[src/rtl/prescaled_timer.sv]
// Programmable up/down timer: enable-qualified prescaler, periodic or one-shot
// mode, start/stop/clear control and a one-cycle terminal-count pulse.
module prescaled_timer #(
  parameter int unsigned WIDTH          = 16,
  parameter int unsigned PRESCALE_WIDTH = 8
) (
  input  logic                      clk,
  input  logic                      reset_n,
  input  logic                      enabled,
  input  logic                      clear,
  input  logic                      start,
  input  logic                      stop,
  input  logic                      one_shot,
  input  logic                      count_down,
  input  logic [WIDTH-1:0]          period,
  input  logic [PRESCALE_WIDTH-1:0] prescale,
  output logic [WIDTH-1:0]          value,
  output logic                      rollover,
  output logic                      running,
  output logic                      done
);

  typedef enum logic [1:0] {S_IDLE, S_RUN, S_DONE} state_t;

  localparam logic [WIDTH-1:0]          VAL_ONE = WIDTH'(1);
  localparam logic [PRESCALE_WIDTH-1:0] PRE_ONE = PRESCALE_WIDTH'(1);

  state_t                    state_q, state_d;
  logic [WIDTH-1:0]          value_q, value_d;
  logic [PRESCALE_WIDTH-1:0] pre_q, pre_d;
  logic                      rollover_q, rollover_d;
  logic [WIDTH-1:0]          sh_period_q, sh_period_d;
  logic [PRESCALE_WIDTH-1:0] sh_pre_q, sh_pre_d;
  logic                      sh_os_q, sh_os_d;
  logic                      sh_dn_q, sh_dn_d;
  logic                      at_term;

  assign at_term = sh_dn_q ? (value_q == '0) : (value_q == sh_period_q);

  always_ff @(posedge clk or negedge reset_n) begin
    if (!reset_n) begin
      state_q     <= S_IDLE;
      value_q     <= '0;
      pre_q       <= '0;
      rollover_q  <= 1'b0;
      sh_period_q <= '0;
      sh_pre_q    <= '0;
      sh_os_q     <= 1'b0;
      sh_dn_q     <= 1'b0;
    end else begin
      state_q     <= state_d;
      value_q     <= value_d;
      pre_q       <= pre_d;
      rollover_q  <= rollover_d;
      sh_period_q <= sh_period_d;
      sh_pre_q    <= sh_pre_d;
      sh_os_q     <= sh_os_d;
      sh_dn_q     <= sh_dn_d;
    end
  end

  always_comb begin
    state_d     = state_q;
    value_d     = value_q;
    pre_d       = pre_q;
    rollover_d  = 1'b0;
    sh_period_d = sh_period_q;
    sh_pre_d    = sh_pre_q;
    sh_os_d     = sh_os_q;
    sh_dn_d     = sh_dn_q;

    if (clear) begin
      state_d = S_IDLE;
      value_d = '0;
      pre_d   = '0;
    end else if (start) begin
      sh_period_d = period;
      sh_pre_d    = prescale;
      sh_os_d     = one_shot;
      sh_dn_d     = count_down;
      value_d     = count_down ? period : '0;
      pre_d       = '0;
      state_d     = S_RUN;
    end else if (stop && (state_q == S_RUN)) begin
      state_d = S_IDLE;
    end else if ((state_q == S_RUN) && enabled) begin
      if (pre_q == sh_pre_q) begin
        pre_d = '0;
        if (!at_term) begin
          value_d = sh_dn_q ? (value_q - VAL_ONE) : (value_q + VAL_ONE);
        end else begin
          rollover_d = 1'b1;
          // One-shot parks on the terminal value; periodic reloads.
          if (sh_os_q) state_d = S_DONE;
          else         value_d = sh_dn_q ? sh_period_q : '0;
        end
      end else begin
        pre_d = pre_q + PRE_ONE;
      end
    end
  end

  assign value    = value_q;
  assign rollover = rollover_q;
  assign running  = (state_q == S_RUN);
  assign done     = (state_q == S_DONE);

endmodule

[config.mk]
export PLATFORM = sky130hd
export DESIGN_NAME = prescaled_timer
export DESIGN_NICKNAME = d
export VERILOG_FILES = /design/src/rtl/prescaled_timer.sv
export SDC_FILE = /design/constraint.sdc
export NUM_CORES = 1
export LEC_CHECK = 0
export CAP_MARGIN = 15
export CORE_MARGIN = 2
export CORE_UTILIZATION = 63
export DETAILED_ROUTE_END_ITERATION = 7
export DONT_BUFFER_PORTS = 1
export PLACE_DENSITY = 0.79
export SETUP_SLACK_MARGIN = 0.2
export SYNTH_ARGS = -nofsm -noshare
export SYNTH_HDL_FRONTEND = slang
export SYNTH_SLANG_ARGS = --single-unit
[constraint.sdc]
create_clock -name clk -period 8.74 [get_ports clk]
set_clock_uncertainty 0.2 [all_clocks]
set_input_delay 1.311 -clock clk [delete_from_list [all_inputs] [get_ports clk]]
set_output_delay 1.311 -clock clk [all_outputs]
set_load 0.1 [all_outputs]
==> flow_summary.rst, run 1 <==
.. list-table::
   :header-rows: 1

   * - Metric
     - Value
   * - Count of input and output buffers
     - 0
   * - Max_slew headroom
     - 25.4%
   * - Startpoint of the lowest-slack register-to-register path
     - value[2]
   * - Maximum level of the CTS H-tree
     - 2
   * - Vias in the first global route
     - 2795
   * - Number of cells in the design after placement
     - 426
   * - Synth async-reset ratio
     - 100%
   * - Clock network latency to the later pin of the worst-skew pair
     - 0.31 ns
   * - TritonCTS clock tree
     - done
   * - Most common cell in the netlist
     - sky130_fd_sc_hd__dfrtp_1
   * - Number of synthesis warnings
     - 0
   * - Xor and xnor fraction of the mapped netlist area
     - 7.65%
   * - Core Box Area
     - 5470 sq um
   * - Pre-Repair DR Iteration Count
     - 5
   * - Average vias per placed instance
     - 6.69
   * - Diodes inserted
     - 0
   * - Detailed-route via count
     - 2902
   * - Seq/Total Area, Yosys
     - 37.4%
   * - Arrival time worst endpoint
     - 3.70 ns
   * - Post-detailed-route DRC marker count
     - 0
   * - Maximum buffer depth of the clock tree
     - 2
   * - Final Non-Filler Cells
     - 434
   * - Hold-fix buffer count after cts
     - 0
   * - RSZ-0062 raised after global routing
     - false
   * - Width of the die
     - 79.0 um
   * - Pre-CTS setup slack
     - 5.12 ns
   * - Dominant combinational cell family by area after synthesis
     - compound AO/OA/AOI/OAI gates
   * - Slowest stage delay, CP
     - 1.06 ns
   * - Total Wirelength
     - 8360 um
   * - Overflow after GRT
     - 0
   * - Cell row count
     - 27
   * - Cts repair resizes
     - 0
   * - PD cells
     - 209 nW/um^2
   * - Final net count
     - 409
   * - Type of the tightest min-delay check
     - flip-flop to flip-flop
   * - Number of antenna violations at the first check in global routing
     - 0
   * - Die H
     - 79.0 um
   * - Portion of netlist area occupied by mux cells
     - 10.5%
   * - Critical path origin
     - value[2]
   * - Area share of and/or/nand/nor cells after synthesis
     - 17.9%
   * - Post-detailed-route count of antenna-violating nets
     - 0
   * - Largest net degree at the start of global routing
     - 54
   * - Sequence of cells on the critical path
     - ha_1, a211oi_1, o21ai_0, a211oi_1, nor3b_1, mux2i_1, o21ai_0, a211oi_1
   * - Capture point of the worst path
     - value[13]
   * - Data required time of the critical path
     - 8.77 ns
   * - Slew Viols, Final
     - 0
   * - Layout Area Growth over Synthesis
     - 3.46%
   * - Worst-path cell with the longest stage delay
     - sky130_fd_sc_hd__dfrtp_1
   * - Cell mode on critical path
     - sky130_fd_sc_hd__a211oi_1
   * - Run status
     - finished clean
   * - Final Hold Vio Count
     - 0
   * - Die ar.
     - 6250 sq um
   * - Most area-hungry cell type in the Yosys netlist
     - sky130_fd_sc_hd__dfrtp_1
   * - Setup slack on the worst flop-to-flop path
     - 5.08 ns
   * - Compound-Gate Fraction of Synth Area
     - 18.1%
   * - Max Fclk
     - 273 MHz
   * - Critical setup path kind
     - flip-flop to flip-flop
   * - Total leakage power
     - 1.56 nW
   * - Synthesized area per cell
     - 9.72 sq um
   * - Yosys reg bits
     - 53
   * - Cell Area, Synth
     - 3550 sq um
   * - Detail Placement HPWL
     - 5960 um
   * - Share of synthesized cell area in full adder, half adder and majority cells
     - 5.86%
   * - Worst vdd ir
     - 123 uV
   * - Fraction of final layout cells sized beyond drive strength 1
     - 13.0%
   * - Mapped Cells
     - 365
   * - Measured slew at the worst slew-check pin
     - 1.12 ns
   * - Syn_nets
     - 413
   * - Final Wtd Congestion
     - 0.905
   * - Capture point of the worst reg-to-reg path
     - value[13]
   * - Flip-flop cell with the highest count after synthesis
     - sky130_fd_sc_hd__dfrtp_1
   * - Clock input transition at the sequential cells of the worst setup and hold paths
     - 0.10 ns
   * - I/O pin count
     - 51
   * - Endpoint kind of the worst setup timing path
     - flip-flop
   * - GRT Util Overall
     - 27.8%
   * - Design Area, Final
     - 3670 sq um
   * - Clock period minus final worst setup slack
     - 3.66 ns
   * - Wire length of the first global-routing pass
     - 13500 um
   * - Number of distinct library cells after synthesis
     - 57
   * - Final setup slack of the worst path
     - 5.08 ns
   * - Biggest area contributors in the synthesized netlist
     - sky130_fd_sc_hd__dfrtp_1 (37%), sky130_fd_sc_hd__mux2_2 (8.3%), sky130_fd_sc_hd__ha_1 (5.3%)
   * - Kind of launch point of the worst setup path
     - flip-flop
   * - Area fraction of the dominant cell type after synthesis
     - 37.4%
   * - Routed length per instance
     - 19.3 um
   * - Number of post-CTS setup repair buffers
     - 0
   * - Setup violation total in the final timing report
     - 0
   * - Crit share post-route
     - 41.9%
   * - Clk Tree Root Cell
     - sky130_fd_sc_hd__clkbuf_8
   * - Length in cells of the worst reg-to-reg path
     - 8
   * - Worst Hold Slack
     - 0.308 ns
   * - EDFF count, synth
     - 0
   * - CTS buffer count
     - 5
   * - DP Area
     - 3590 sq um
   * - Number of clock sinks
     - 53
   * - Setup total negative slack
     - 0 ns
   * - CP Max Fanout
     - 5
   * - List of most frequent post-synthesis cells
     - sky130_fd_sc_hd__dfrtp_1 (53), sky130_fd_sc_hd__mux2_2 (26), sky130_fd_sc_hd__nor2_1 (25), sky130_fd_sc_hd__nand2_1 (24), sky130_fd_sc_hd__o21ai_0 (24)
   * - Starting utilization of the core area
     - 64.8%
   * - Count of routing violations after the opening detailed-route iteration
     - 208
   * - Max-cap viol count
     - 0
-- report_power, final --
| part | internal (mW) | total [mW] | switching (mW) | leakage (nW) |
|---|---|---|---|---|
| clock network | 0.0569 | 0.138 | 0.0807 | 0.0385 |
| registers | 0.272 | 0.399 | 0.127 | 0.667 |
| logic | 0.112 | 0.232 | 0.120 | 0.853 |
| total | 0.441 | 0.769 | 0.328 | 1.56 |
-- worst min-delay path by stage --
stage,start,end,slack [ns],cells after the start
CTS,pre_q[7],pre_q[7],0.31,1
finish,pre_q[7],pre_q[7],0.31,1
floorplan,pre_q[7],pre_q[7],0.27,1
global placement,pre_q[7],pre_q[7],0.29,1
global route,pre_q[7],pre_q[7],0.33,1
detailed placement,pre_q[7],pre_q[7],0.30,1
-- cell usage in the layout (no fill, tap or decap), drive strengths merged, types with 4 or more instances in the layout --
| cell type | synthesis | layout |
|---|---|---|
| a211oi | 7 | 7 |
| a21o | 4 | 4 |
| a21oi | 17 | 17 |
| a221oi | 6 | 6 |
| and2 | 4 | 4 |
| and3 | 4 | 4 |
| clkbuf | 4 | 7 |
| dfrtp | 53 | 53 |
| ha | 15 | 15 |
| inv | 5 | 5 |
| mux2 | 26 | 26 |
| mux2i | 8 | 8 |
| nand2 | 24 | 24 |
| nand3 | 8 | 8 |
| nand4 | 7 | 7 |
| nor2 | 25 | 25 |
| nor2b | 10 | 10 |
| nor3 | 11 | 11 |
| nor4 | 6 | 6 |
| o21ai | 27 | 27 |
| o31ai | 5 | 5 |
| or3 | 5 | 5 |
| xnor2 | 14 | 14 |
| xor2 | 17 | 17 |
-- flip-flops by register name (all words and copies together) (netlist names) --
register / count
sh_os_q: 1
sh_dn_q: 1
value: 16
pre_q: 8
sh_period_q: 16
rollover: 1
state_q: 2
sh_pre_q: 8
-- area by class of cell --
class	count	area [sq um]
multi-input combinational	294	2140
fill	447	1800
sequential	53	1330
tap	72	90.1
clock buffer	7	76.3
inverter	5	18.8
timing repair buffer	2	15.0
clock inverter	1	7.51
-- logic make-up (layout without fill, tap and decap cells) --
kind of cell             count (synthesis)  count (layout)
multiplexers                            34              34
flip-flops                              53              53
XOR/XNOR                                31              31
buffers and inverters                   18              15
AND/OR/NAND/NOR                        118             118
adder cells (fa/ha/maj)                 16              16
AO/OA/AOI/OAI                           95              95
-- through the flow --
stage / utilization (%) / total power [mW]
3_3_place_gp: 65.5 / 0.623
6_report: 67.1 / 0.769
5_1_grt: 67.1 / 0.809
3_5_place_dp: 65.5 / 0.631
2_1_floorplan: - / 0.580
4_1_cts: 67.1 / 0.768
-- worst max-delay path: cells and delay by family (launching register included) --
kind	cells	cell delay [ns]
flip-flops	1	1.06
adder cells (fa/ha/maj)	1	0.39
AO/OA/AOI/OAI	5	1.08
AND/OR/NAND/NOR	1	0.57
multiplexers	1	0.28
-- routing by layer --
layer | part of all wire (%) | track usage, % | wire [um]
met1 | 42 | 35.1 | 3490
met2 | 48 | 47.5 | 4040
met3 | 7.3 | 5.57 | 614
met4 | 2.6 | 9.83 | 218
met5 | 0 | 0 | 0
No activity file was read; power rests on OpenSTA's default activity.
==> run 2: changes to the inputs <==
clock period = 3.5 ns   (was 8.74 ns; I/O delays follow)
==> flow_summary.rst, run 2 (synthesis gave the netlist of run 1 again) <==
.. list-table::
   :header-rows: 1

   * - Metric
     - Value
   * - Run status
     - finished clean
   * - Slowest stage delay, CP
     - 0.44 ns (-0.62 ns)
   * - Setup slack on the worst flop-to-flop path
     - 0.52 ns (-4.55 ns)
   * - Count of routing violations after the opening detailed-route iteration
     - 237 (+14%)
   * - Pre-Repair DR Iteration Count
     - 5 (unchanged)
   * - Count of input and output buffers
     - 0 (unchanged)
   * - Commonest non-fill, non-tap cell in the layout
     - sky130_fd_sc_hd__dfrtp_1
   * - Maximum level of the CTS H-tree
     - 2 (unchanged)
   * - Post-detailed-route DRC marker count
     - 0 (unchanged)
   * - Type of the tightest min-delay check
     - input port to flip-flop
   * - CTS buffer count
     - 5 (unchanged)
   * - Maximum buffer depth of the clock tree
     - 2 (unchanged)
   * - Final setup slack of the worst path
     - 0.524 ns (-4.55 ns)
   * - Starting utilization of the core area
     - 64.8% (unchanged)
   * - Slew Viols, Final
     - 0 (unchanged)
   * - Clock network latency to the later pin of the worst-skew pair
     - 0.32 ns (about the same)
   * - Worst Hold Slack
     - 0.139 ns (-0.170 ns)
   * - Sequence of cells on the critical path
     - buf_4, ha_1, o21ai_0, o21ai_0, a211oi_1, nor3b_1, mux2i_1, o21ai_0, a211oi_1
   * - Max-cap viol count
     - 0 (unchanged)
   * - Arrival time worst endpoint
     - 3.00 ns (-0.70 ns)
   * - Fraction of the core area covered by cells at the end of the flow
     - 70.6% (+3.6 points)
   * - Stages on the worst setup path
     - 9 (+1)
   * - DP Area
     - 3730 sq um (+4.0%)
   * - Setup total negative slack
     - 0 ns (unchanged)
   * - Critical setup path kind
     - flip-flop to flip-flop
   * - Max Fclk
     - 336 MHz (+23%)
   * - Routed length per instance
     - 19.5 um (+1.3%)
   * - TritonCTS clock tree
     - done
   * - Critical path origin
     - sh_dn_q
   * - Total met2 wirelength after detailed routing
     - 4470 um (+11%)
   * - Capture point of the worst path
     - value[13]
   * - Wire length of the first global-routing pass
     - 14700 um (+9.0%)
   * - PD cells
     - 524 nW/um^2 (+150%)
   * - Max_slew headroom
     - 28.1% (+2.7 points)
   * - Setup violation total in the final timing report
     - 0 (unchanged)
   * - Measured slew at the worst slew-check pin
     - 1.07 ns (-0.0450 ns)
   * - Top layer in use
     - met4
   * - Top cell family by delay on the critical path
     - compound AO/OA/AOI/OAI gates
   * - Worst vdd ir
     - 306 uV (+150%)
   * - Final Wtd Congestion
     - 0.925 (+2.2%)
   * - Design Area, Final
     - 3860 sq um (+5.3%)
   * - Final Hold Vio Count
     - 0 (unchanged)
   * - CP Max Fanout
     - 15 (+10)
   * - Width of the die
     - 79.0 um (unchanged)
   * - Kind of launch point of the worst setup path
     - flip-flop
   * - Largest net degree at the start of global routing
     - 54 (unchanged)
   * - Layout Area Growth over Synthesis
     - 8.96%
   * - Total power of the final layout
     - 2.03 mW (+160%)
   * - Pre-CTS setup slack
     - 0.579 ns (-4.54 ns)
   * - I/O pin count
     - 51 (unchanged)
   * - Met1 layer wirelength in the final routing
     - 3710 um (+6.4%)
   * - Final net count
     - 430 (+5.1%)
   * - GRT Util Overall
     - 30.1% (+2.3 points)
   * - Number of antenna violations at the first check in global routing
     - 0 (unchanged)
   * - Cell row count
     - 27 (unchanged)
   * - Detailed-route via count
     - 2952 (+1.7%)
   * - Die H
     - 79.0 um (unchanged)
   * - Startpoint of the lowest-slack register-to-register path
     - sh_dn_q
   * - Length in cells of the worst reg-to-reg path
     - 9 (+1)
   * - RSZ-0062 raised after global routing
     - false
   * - Final Non-Filler Cells
     - 455 (+4.8%)
   * - Cell mode on critical path
     - sky130_fd_sc_hd__o21ai_0
   * - Detail Placement HPWL
     - 6320 um (+6.0%)
   * - Total Wirelength
     - 8880 um (+6.2%)
   * - Endpoint kind of the worst setup timing path
     - flip-flop
   * - Cts repair resizes
     - 0 (unchanged)
   * - Commonest non-fill, non-tap cells in the layout
     - sky130_fd_sc_hd__dfrtp_1 (51), sky130_fd_sc_hd__mux2_2 (26), sky130_fd_sc_hd__nor2_1 (25), sky130_fd_sc_hd__nand2_1 (24), sky130_fd_sc_hd__o21ai_0 (24)
   * - Vias in the first global route
     - 2975 (+6.4%)
   * - Crit share post-route
     - 85.0% (+43 points)
   * - Overflow after GRT
     - 0 (unchanged)
   * - Clk Tree Root Cell
     - sky130_fd_sc_hd__clkbuf_8
   * - Die ar.
     - 6250 sq um (unchanged)
   * - Number of clock sinks
     - 53 (unchanged)
   * - Core Box Area
     - 5470 sq um (unchanged)
   * - Worst-path cell with the longest stage delay
     - sky130_fd_sc_hd__dfrtp_1
   * - Fraction of final layout cells sized beyond drive strength 1
     - 18.5% (+5.6 points)
   * - Capture point of the worst reg-to-reg path
     - value[13]
   * - Total leakage power
     - 1.68 nW (+8.0%)
   * - Clock input transition at the sequential cells of the worst setup and hold paths
     - 0.11 ns (about the same)
   * - Data required time of the critical path
     - 3.52 ns (-5.25 ns)
   * - Number of cells in the design after placement
     - 445 (+4.5%)
   * - Clock period minus final worst setup slack
     - 2.98 ns (-0.687 ns)
   * - Average vias per placed instance
     - 6.49 (-3.0%)
   * - Total length of routed met3 wires
     - 467 um (-24%)
   * - Diodes inserted
     - 0 (unchanged)
   * - Count of buffer and inverter cells on the critical path
     - 1 (+1)
   * - Post-detailed-route count of antenna-violating nets
     - 0 (unchanged)
[run 2: worst min-delay path by stage]
stage | start | end | slack [ns] | depth (start not counted)
final | period[7] | value[7] | 0.14 | 1
after global routing | period[5] | value[5] | 0.14 | 1
after CTS | period[5] | value[5] | 0.14 | 1
after detailed placement | reset_n | sh_pre_q[7] | 0.03 | 0
after global placement | reset_n | sh_pre_q[7] | 0.03 | 0
after floorplan | reset_n | pre_q[0] | 0.03 | 0
[run 2: where the power goes]
group / switching, mW / leakage (nW) / internal (mW)
Combinational: 0.550 / 0.968 / 0.321
Sequential: 0.0926 / 0.665 / 0.686
Clock: 0.216 / 0.0512 / 0.161
Total: 0.859 / 1.68 / 1.17
[run 2: per-layer routing]
layer / track usage (%) / vias to the layer above
met2: 51.3 / 104
met3: 4.55 / 17
li1: - / 1407
met1: 39.0 / 1424
met5: 0 / -
met4: 11.4 / 0
[run 2: worst reg2reg max path: cells and delay by family, from the launching register on]
family,cells,cell delay [ns]
mux,1,0.23
simple gates,1,0.41
fa+ha+maj,1,0.36
compound gates,5,1.02
flops,1,0.44
buf+inv,1,0.23
[run 2: layout make-up]
type,count,area [sq um]
clock buffers,6,82.6
clock inverters,2,13.8
fillers,423,1610
inverters,5,18.8
multi-input cells,294,2140
flip-flops and latches,53,1330
well taps,72,90.1
repair buffers,23,195
[run 2: what timing repair did]
action	in CTS	in global routing
setup buffers	0	0
hold buffers	2	0
hold endpoints to repair	53	0
